File: config.mk
export PLATFORM = sky130hd
export DESIGN_NAME = xor_window_net
export DESIGN_NICKNAME = d
export VERILOG_FILES = /design/src/rtl/outnet_pkg.sv /design/src/rtl/xor_win_lane.sv /design/src/rtl/xor_window_net.sv
export SDC_FILE = /design/constraint.sdc
export NUM_CORES = 1
export LEC_CHECK = 0
export ABC_AREA = 0
export ABC_CLOCK_PERIOD_IN_PS = 3060
export CORE_MARGIN = 2
export CORE_UTILIZATION = 50
export DETAILED_ROUTE_END_ITERATION = 6
export GPL_TIMING_DRIVEN = 0
export PLACE_DENSITY = 0.79
export SYNTH_ARGS = -nofsm -noshare
export SYNTH_HDL_FRONTEND = slang
export SYNTH_HIERARCHICAL = 1
export SYNTH_SLANG_ARGS = --single-unit
File: constraint.sdc
create_clock -name clk -period 3.06 [get_ports clk]
set_input_delay 0.306 -clock clk [delete_from_list [all_inputs] [get_ports clk]]
set_output_delay 0.306 -clock clk [all_outputs]
set_load 0.005 [all_outputs]
File: src/rtl/outnet_pkg.sv
// Shared definitions for the XOR window output network: FSM states, width helper
// and the window-legality rule that the readout controller also applies.
package outnet_pkg;

    typedef enum logic {
        IDLE = 1'b0,
        ACC  = 1'b1
    } state_t;

    // Bits needed to hold the values 0..n inclusive.
    function automatic int cnt_bits(input int n);
        return $clog2(n + 1);
    endfunction

    function automatic logic win_legal(input int w, input int xmax);
        return (w > 0) && (w <= xmax);
    endfunction

endpackage

File: src/rtl/xor_win_lane.sv
// One output bit of the XOR window network: parity of the i_win chains starting at
// chain BASE, wrapping cyclically over the K chains.
module xor_win_lane #(
    parameter int K    = 10,
    parameter int XMAX = K,
    parameter int BASE = 0
) (
    input  logic [K-1:0]                 i_v,
    input  logic [$clog2(XMAX+1)-1:0]    i_win,
    output logic                         o_bit
);

    logic [K-1:0] w_mask;

    always_comb begin
        w_mask = '0;
        for (int j = 0; j < K; j++) begin
            if (j < int'(i_win)) begin
                w_mask[(BASE + j) % K] = 1'b1;
            end
        end
    end

    assign o_bit = ^(i_v & w_mask);

endmodule

File: src/rtl/xor_window_net.sv
// Registered, handshaked XOR window network combining K arbiter chains into M PUF bits.
// Define OUTNET_TMV_EN to build temporal majority voting over R samples per response.
module xor_window_net
    import outnet_pkg::*;
#(
    parameter int K    = 10,
    parameter int M    = K - 1,
    parameter int XMAX = K,
    parameter int S    = 0,
    parameter int R    = 5
) (
    input  logic                         clk,
    input  logic                         rst_n,
    input  logic [$clog2(XMAX+1)-1:0]    cfg_win,
    input  logic                         in_valid,
    output logic                         in_ready,
    input  logic [K-1:0]                 in_data,
    output logic                         out_valid,
    input  logic                         out_ready,
    output logic [M-1:0]                 out_data,
    output logic                         out_err,
    output logic                         busy
);

    localparam int WW = cnt_bits(XMAX);

    if ((R < 3) || ((R % 2) == 0)) begin : g_bad_r
        $error("xor_window_net: R must be odd and at least 3");
    end

    logic          w_accept;
    logic          w_load;
    logic [K-1:0]  w_vote;
    logic [WW-1:0] w_win;
    logic [M-1:0]  w_lanes;
    logic          w_err;

    logic          r_out_valid;
    logic [M-1:0]  r_out_data;
    logic          r_out_err;

    // Handshake: a sample is taken on in_valid && in_ready; a response is consumed on
    // out_valid && out_ready. Input stalls only while a response waits unconsumed.
    assign in_ready = !r_out_valid || out_ready;
    assign w_accept = in_valid && in_ready;

`ifdef OUTNET_TMV_EN
    localparam int CW = cnt_bits(R);

    state_t        r_state;
    state_t        w_state_next;
    logic          w_last;
    logic [CW-1:0] r_cnt [K];
    logic [CW-1:0] r_smp;
    logic [WW-1:0] r_win;

    always_comb begin
        w_state_next = r_state;
        w_last       = 1'b0;
        case (r_state)
            IDLE: if (w_accept) w_state_next = ACC;
            ACC: begin
                if (w_accept && (r_smp == CW'(R - 1))) begin
                    w_last       = 1'b1;
                    w_state_next = IDLE;
                end
            end
            default: w_state_next = IDLE;
        endcase
    end

    // The vote includes the sample being accepted on the final cycle of the group.
    always_comb begin
        w_vote = '0;
        for (int j = 0; j < K; j++) begin
            w_vote[j] = (r_cnt[j] + CW'(in_data[j])) > CW'(R / 2);
        end
    end

    always_ff @(posedge clk or negedge rst_n) begin
        if (!rst_n) begin
            r_state <= IDLE;
            r_smp   <= '0;
            r_win   <= '0;
            for (int j = 0; j < K; j++) r_cnt[j] <= '0;
        end else begin
            r_state <= w_state_next;
            if (w_accept) begin
                if (r_state == IDLE) r_win <= cfg_win;
                if (w_last) begin
                    r_smp <= '0;
                    for (int j = 0; j < K; j++) r_cnt[j] <= '0;
                end else begin
                    r_smp <= r_smp + 1'b1;
                    for (int j = 0; j < K; j++) r_cnt[j] <= r_cnt[j] + CW'(in_data[j]);
                end
            end
        end
    end

    assign w_win  = r_win;
    assign w_load = w_last;
    assign busy   = (r_state != IDLE) || r_out_valid;
`else
    assign w_vote = in_data;
    assign w_win  = cfg_win;
    assign w_load = w_accept;
    assign busy   = r_out_valid;
`endif

    for (genvar i = 0; i < M; i++) begin : g_lane
        xor_win_lane #(
            .K    (K),
            .XMAX (XMAX),
            .BASE ((i + S) % K)
        ) u_lane (
            .i_v   (w_vote),
            .i_win (w_win),
            .o_bit (w_lanes[i])
        );
    end

    assign w_err = !win_legal(int'(w_win), XMAX);

    always_ff @(posedge clk or negedge rst_n) begin
        if (!rst_n) begin
            r_out_valid <= 1'b0;
            r_out_data  <= '0;
            r_out_err   <= 1'b0;
        end else if (w_load) begin
            r_out_valid <= 1'b1;
            r_out_err   <= w_err;
            r_out_data  <= w_err ? '0 : w_lanes;
        end else if (out_ready) begin
            r_out_valid <= 1'b0;
        end
    end

    assign out_valid = r_out_valid;
    assign out_data  = r_out_data;
    assign out_err   = r_out_err;

endmodule

==> Word level (Yosys, flattened, before mapping) <==
Index checks and enable logic that the tools add are counted.
{ "classes": {"reduce_logical": 15, "n_lt_le_gt_ge": 12, "bitwise_logic": 9, "muxes": 13} }
{ "op_table": {"columns": ["operator", "count"], "rows": [
  ["10-bit bitwise AND", 9],
  ["10-bit XOR reduction", 9],
  ["3-bit by 4-bit < comparator with 1-bit output, first input constant", 4],
  ["1-bit 2-to-1 mux", 12],
  ["9-bit 2-to-1 mux", 1],
  ["1-bit by 4-bit < comparator with 1-bit output, first input constant", 2],
  ["2-bit by 4-bit < comparator with 1-bit output, first input constant", 2],
  ["4-bit < comparator, first input constant", 2],
  ["4-bit by 1-bit greater-than comparator with 1-bit output, second input constant", 1],
  ["4-bit <= comparator, second input constant", 1],
  ["1-bit logical AND", 2],
  ["1-bit zero test", 2],
  ["2-bit nonzero test", 1],
  ["1-bit logical OR", 1]
]} }
{ "totals": {"reg_bits": 11, "output_inout_bits": 13, "input_bits": 18, "word_cells": 52} }

==> Depth between registers and ports, before layout <==
Gate-level depths: netlist (run 1).
{ "depth": {"ltp_word": 5, "ltp_mapped": 7, "ltp_nobuf": 6} }

==> Cells and area by module <==
Netlist (run 1), hierarchy kept.
{ "by_module_without_submodules": {"columns": ["mod", "cells_per_inst", "area_each_um2", "seq_area_each_um2", "instances"], "rows": [
  ["xor_window_net", 41, 524.3, 275.3, 1],
  ["xor_win_lane (g_lane[2].u_lane ...)", 23, 177.7, 0.0, 2],
  ["xor_win_lane (g_lane[6].u_lane)", 27, 200.2, 0.0, 1],
  ["xor_win_lane (g_lane[1].u_lane)", 28, 197.7, 0.0, 1],
  ["xor_win_lane (g_lane[7].u_lane)", 28, 195.2, 0.0, 1],
  ["xor_win_lane (g_lane[5].u_lane)", 23, 191.4, 0.0, 1],
  ["xor_win_lane (g_lane[0].u_lane)", 23, 182.7, 0.0, 1],
  ["xor_win_lane (g_lane[8].u_lane)", 23, 181.4, 0.0, 1],
  ["xor_win_lane (g_lane[3].u_lane)", 22, 180.2, 0.0, 1]
]} }

==> Worst setup path before layout (run 1) <==
Ideal clock, no wire load.
{ "synth_timing": {"kind": "input -> register", "start": "input cfg_win[3]", "end": "register r_out_data[5] (netlist: out_data[5])", "setup_time_ps": 120, "t_required_ps": 2940, "path_buffers": 1, "cell_stages": 6, "slack_ps": 1324, "arrival_ps": 1617, "path_cell_list": "buf_6 o311ai_0 o221ai_1 xor2_1 xnor3_1 a31o_1"} }
{ "synth_between": {"elab_chain_len": 5, "elab_cells_between_ends": 26, "cone_classes": "12 x order compare; 11 x mux; 1 x bitwise; 2 x reduce/logical"} }
{ "synth_rtl": {"columns": ["element", "line_no", "text"], "rows": [
  ["start, declared", "xor_window_net.sv:14", "input logic [$clog2(XMAX+1)-1:0] cfg_win,"],
  ["3-bit by 4-bit < comparator with 1-bit output, or another cell as far along", "xor_win_lane.sv:18", "if (j < int'(i_win)) begin"],
  ["1-bit 2-to-1 mux", "xor_win_lane.sv:18", null],
  ["10-bit bitwise AND *", "xor_win_lane.sv:24", "assign o_bit = ^(i_v & w_mask);"],
  ["10-bit XOR reduction *", "xor_win_lane.sv:24", null],
  ["net w_lanes[5]", "xor_window_net.sv:35", "logic [M-1:0] w_lanes;"],
  ["9-bit 2-to-1 mux *", "xor_window_net.sv:133", "r_out_data <= w_err ? '0 : w_lanes;"],
  ["end signal, assigned", "xor_window_net.sv:133", null],
  ["end, declared", "xor_window_net.sv:39", "logic [M-1:0] r_out_data;"]
]} }
Mark *: on every way through the listed nets, which the timed path passes. The rest lies on a longest branch.
A chain may end at the register's enable or synchronous reset.

==> Worst setup path in the final report (run 1) <==
{ "layout_timing": {"start": "input in_data[8]", "end": "register r_out_data[5] (netlist: out_data[5])"} }
{ "layout_between": {"elab_chain_len": 3} }
{ "layout_rtl": {"columns": ["element", "line_no", "text"], "rows": [
  ["start, declared", "xor_window_net.sv:17", "input logic [K-1:0] in_data,"],
  ["10-bit bitwise AND", "xor_win_lane.sv:24", null],
  ["10-bit XOR reduction", "xor_win_lane.sv:24", null],
  ["net w_lanes[5]", "xor_window_net.sv:35", null],
  ["9-bit 2-to-1 mux", "xor_window_net.sv:133", null]
]} }
The timed path passes the listed nets, and every way through them passes these cells.

==> results of run 1 <==
-- sequential cells by signal (all words and copies together), names as in the netlist --
signal,flops
out_data,9
busy,1
out_err,1
-- power by group --
part	internal, mW	switching [mW]	total [mW]
registers	0.186	0.0202	0.206
clock network	0.0914	0.0535	0.145
logic	0.313	0.252	0.566
total	0.591	0.326	0.917
-- cell usage after synthesis (4+ instances only) --
library cell	number
a21boi_0	10
a21oi_1	11
a31o_1	9
and3_1	5
dfrtp_1	11
mux2i_1	12
nand2_1	11
nand2b_1	4
nand3_1	6
nor2_1	26
nor3_1	4
o211ai_1	5
o21ai_0	12
xnor2_1	43
xnor3_1	6
xor2_1	11
-- metrics by stage --
stage	TNS, ns	util	cell area (um^2)
after floorplan	0	-	2210
after global placement	-4.43	0.599	2570
after detailed placement	0	0.599	2570
after CTS	0	0.610	2620
after global routing	0	0.610	2620
final	0	0.610	2620
-- per-layer routing --
metal	vias to the layer above	GRT usage	share of wire	routed length, um
li1	1065	-	-	-
met1	1035	0.299	0.45	2410
met2	41	0.377	0.50	2650
met3	6	0.0303	0.033	174
met4	0	0.0491	0.015	77
met5	-	0	0	0
-- layout make-up --
class	count	area, um^2	share of cell area
Tap cell	52	65.1	0.0248
Multi-Input combinational cell	244	1900	0.724
Clock buffer	4	45.0	0.0172
Sequential cell	11	275	0.105
Buffer	6	37.5	0.0143
Timing Repair Buffer	31	300	0.115
-- cells by family after synthesis --
group           Yosys count  share of synthesized area
compound gates           91                      0.322
simple gates             81                      0.206
xor+xnor                 60                      0.275
mux                      12                     0.0544
flops                    11                      0.125
buf+inv                   6                     0.0170
-- worst register-to-register path, cell delays in order (launching register included) --
cell and delay, ns:
dfrtp_1 0.40, nand2b_4 0.07, and2_1 0.15, clkbuf_2 0.20
a31o_1 0.25
-- worst min-delay path by stage --
stage | endpoint | slack, ns | depth (start not counted)
2_1_floorplan | busy | 0.01 | 0
5_1_grt | out_data[2] | 0.45 | 1
4_1_cts | out_data[4] | 0.41 | 1
3_3_place_gp | out_err | 0.51 | 2
3_5_place_dp | out_err | 0.52 | 2
6_report | out_data[4] | 0.40 | 1
==> results.toml, run 1 <==
[drt]
wl_per_cell_um = 15.2
via_per_inst = 6.17
wirelength_um = 5310
drt_iter0_drc = 116
ant_nets = 0
drc = 0
via_count = 2147
first_pass_iters = 5

[timing]
whs_ns = 0.398
skew_ns = 0.00234
drv_slew = 0
finalSetupViolCount = 0
final.period_utilization = 0.829
tightest_slew_ns = 0.968
setup_ws_ns = 0.522
period_minus_slack_ns = 2.54
report.final.hold_viol_count = 0
max_slew_margin = 0.355
rsz0062_at_grt = "false"
max_freq_mhz = 394

[floorplanning]
coreArea_um2 = 4290
io_pins = 31
dieWidth_um = 70.5
initial_utilization = 0.514
rows = 24
die_h_um = 70.5
die_area_um2 = 4960

[synth]
ys_ff_latch = 11
synth.avg_cell_area_um2 = 8.46
ys.flop_type = "dfrtp_1"
synth_area_leaders = "xnor2_1 (17%), dfrtp_1 (12%), xnor3_1 (6.1%), mux2i_1 (5.4%), nor2_1 (4.4%)"
synth_top_area_share = 0.171
ys_warn_count = 6
synthCells = 261
yosysSeqAreaShare = 0.125
synth-edff-count = 0
synth_cell_types = 63
synth_area_um2 = 2210
ys_async_sr_fraction = 1.00
synth_nets = 279
synth_top_area_cell = "xnor2_1"

[worst_setup_path]
worst_ep_arrival_time_ns = 2.67
path_depth = 6
crit_buf_inv = 1
ff2ff_setup_slack_ns = 1.88
critical_path.max_stage_delay_ns = 0.88
reg2reg_depth = 4
critPathMaxFanout = 20
crit_slowest_cell = "clkdlybuf4s50_1"
cp-start-kind = "input pin"
timing.critical_path.to = "out_data[5]"
cp_top_family = "buffers and inverters"
path_class = "input pin to flip-flop"
path_cells = "clkdlybuf4s50_1, o31a_1, o221ai_1, xor2_1, xnor3_1, a31o_1"
cp-end-kind = "flip-flop"
cp_data_required_time_ns = 3.19
r2r_end = "out_data[8]"
r2r-start = "busy"
crit_path_start = "in_data[8]"

[clocking]
clk_pin_slew_worst_paths_ns = 0.05
clock_sinks = 11
tritoncts = "built"
cts_made_buffers = 3
cts_hold_buffers = 0
cts_buffer_depth = 2
root_buffer = "clkbuf_8"
postCtsSetupBuffers = 0
cts_resized = 0
cts_htree_levels = 1
clk_latency_ns = 0.24

[worst_hold_path]
hp-class = "input pin to async pin"

[placed_design]
dp_hpwl_um = 3240
pre_cts_ws_ns = 0.297
gp_congestion = 0.768
portBuffers = 30
dpl.cell_count = 344

[global_route]
overflow = 0
grt_pass1_wl_um = 9130
antenna_found_initial = 0
grt_pass1_vias = 1908
grtUsageTotal = 0.222
grt_start_max_net_pins = 55

[final_layout]
area_growth_pct = 18.6
instances_no_fill = 348
layout_common_cells = "xnor2_1 (43), nor2_1 (26), clkdlybuf4s50_1 (26), mux2i_1 (12), o21ai_0 (12)"
nNetsFinal = 315
drive_gt1_frac = 0.105
layout_commonest_cell = "xnor2_1"
fillers = 381
antenna_cells = 0

[run]
maxCapViolCount = 0

[power]
irDropWorstVdd_mv = 0.245
p_leak_nw = 0.985
p_per_area_nw_per_um2 = 350
totalPowerFinal_mw = 0.917

[status]
status = "finished clean"
Power figures use the tool's default switching activity.
==> run 2: changes to the inputs <==
--- a/config.mk
+++ b/config.mk
@@ -6,7 +6,7 @@
 export NUM_CORES = 1
 export LEC_CHECK = 0
 export ABC_AREA = 0
-export ABC_CLOCK_PERIOD_IN_PS = 3060
+export ABC_CLOCK_PERIOD_IN_PS = 2500
 export CORE_MARGIN = 2
 export CORE_UTILIZATION = 50
 export DETAILED_ROUTE_END_ITERATION = 6
==> constraint.sdc (replaced) <==
create_clock -name clk -period 2.5 [get_ports clk]
set_input_delay 0.25 -clock clk [delete_from_list [all_inputs] [get_ports clk]]
set_output_delay 0.25 -clock clk [all_outputs]
set_load 0.005 [all_outputs]
==> results.toml, run 2 (synthesized netlist as in run 1, its figures left out) <==
[worst_setup_path]
reg2reg_depth = 4
worst_ep_arrival_time_ns = 2.51
ff2ff_setup_slack_ns = 1.32
r2r_end = "out_data[8]"
path_class = "input pin to flip-flop"
cp-start-kind = "input pin"
cp_data_required_time_ns = 2.63
cp-end-kind = "flip-flop"
r2r-start = "busy"
critPathMaxFanout = 19

[drt]
wirelength_um = 5310
first_pass_iters = 5
drc = 0
drt_iter0_drc = 116
via_count = 2146
via_per_inst = 6.17
ant_nets = 0
wl_per_cell_um = 15.3

[final_layout]
nNetsFinal = 315
layout_common_cells = "xnor2_1 (43), nor2_1 (26), clkdlybuf4s50_1 (25), mux2i_1 (12), o21ai_0 (12)"
drive_gt1_frac = 0.105
fillers = 380
largest_reg_flops = 9
instances_no_fill = 348
area_growth_pct = 18.7
multi_input_area_um2 = 1900
ff_latch_area_um2 = 275
antenna_cells = 0
layout_commonest_cell = "xnor2_1"

[timing]
tightest_slew_ns = 0.960
tns_ns = 0
period_minus_slack_ns = 2.38
max_slew_margin = 0.360
max_freq_mhz = 420
skew_ns = 0.00232
rsz0062_at_grt = "false"
final.period_utilization = 0.951
whs_ns = 0.342
finalSetupViolCount = 0
report.final.hold_viol_count = 0
drv_slew = 0

[placed_design]
dp_hpwl_um = 3240
dpl.cell_count = 344
gp_congestion = 0.768
portBuffers = 30

[power]
p_sw_mw = 0.399
switching_share = 0.356
pwr-share-comb = 0.617
p_per_area_nw_per_um2 = 428
p_int_mw = 0.723
totalPowerFinal_mw = 1.12
p_clk_frac = 0.158
irDropWorstVdd_mv = 0.300
seqPwrFrac = 0.225
p_leak_nw = 0.994

[global_route]
antenna_found_initial = 0
grt_pass1_vias = 1908
grtUsageTotal = 0.222
grt_start_max_net_pins = 55
overflow = 0
grt_pass1_wl_um = 9130

[clocking]
root_buffer = "clkbuf_8"
clk_pin_slew_worst_paths_ns = 0.05
cts_htree_levels = 1
clock_sinks = 11
clk_latency_ns = 0.24
cts_buffer_depth = 2
cts_hold_buffers = 0
cts_made_buffers = 3
tritoncts = "built"

[floorplanning]
initial_utilization = 0.514
die_h_um = 70.5
coreArea_um2 = 4290
rows = 24
io_pins = 31
dieWidth_um = 70.5
die_area_um2 = 4960

[status]
status = "finished clean"

[worst_hold_path]
hp-class = "input pin to async pin"

[run]
maxCapViolCount = 0
[run 2: cell count changes in the layout (fill, tap and decap cells not counted)]
cell             delta
dlymetal6s2s_1      +1
clkdlybuf4s50_1     -1
[run 2: routing by layer]
layer / vias to the layer above / share of wire / global-route usage
li1: 1064 / - / -
met1: 1037 / 0.45 / 0.299
met2: 39 / 0.50 / 0.377
met3: 6 / 0.032 / 0.0303
met4: 0 / 0.015 / 0.0491
met5: - / 0 / 0
[run 2: worst max-delay path, cell delays in order]
cell and delay, ns:
clkdlybuf4s50_1 0.97, o21ai_0 0.20, a211oi_2 0.28, xor2_1 0.17, xnor3_1 0.44, a31o_1 0.19
[run 2: worst max-delay path by stage]
stage               startpoint          end  slack (ns)  cells after the start
global route        in_data[6]  out_data[5]        0.01                      6
CTS                 in_data[8]  out_data[5]        0.05                      6
detailed placement  in_data[8]  out_data[5]       -0.21                      6
finish              in_data[6]  out_data[5]        0.12                      6
global placement    cfg_win[1]  out_data[5]       -1.19                      6
floorplan           cfg_win[3]  out_data[5]        0.82                      6
[run 2: layout make-up]
type / instances / share of cell area
flip-flops and latches: 11 / 0.105
clock buffers: 4 / 0.0172
repair buffers: 31 / 0.116
multi-input cells: 244 / 0.723
plain buffers: 6 / 0.0143
well taps: 52 / 0.0248
[run 2: what timing repair did]
action / 4_1_cts / 5_1_grt
resized for setup: 0 / 1
endpoints found under the setup margin: 0 / 1
setup buffers: 0 / 0
hold endpoints to repair: 0 / 0
[run 2: stage by stage]
step	worst slack (ns)	area, um^2	utilization
floorplan	0.820	2210	-
global placement	-1.19	2570	0.599
detailed placement	-0.207	2570	0.599
CTS	0.0470	2620	0.610
global route	0.00974	2620	0.610
finish	0.122	2620	0.610
[run 2: power groups by stage]
stage          Combinational [mW]  Sequential [mW]  Clock, mW
3_3_place_gp                0.687            0.253          0
4_1_cts                     0.696            0.252      0.186
2_1_floorplan               0.407            0.257          0
6_report                    0.692            0.252      0.177
3_5_place_dp                0.694            0.255          0
5_1_grt                     0.752            0.257      0.194
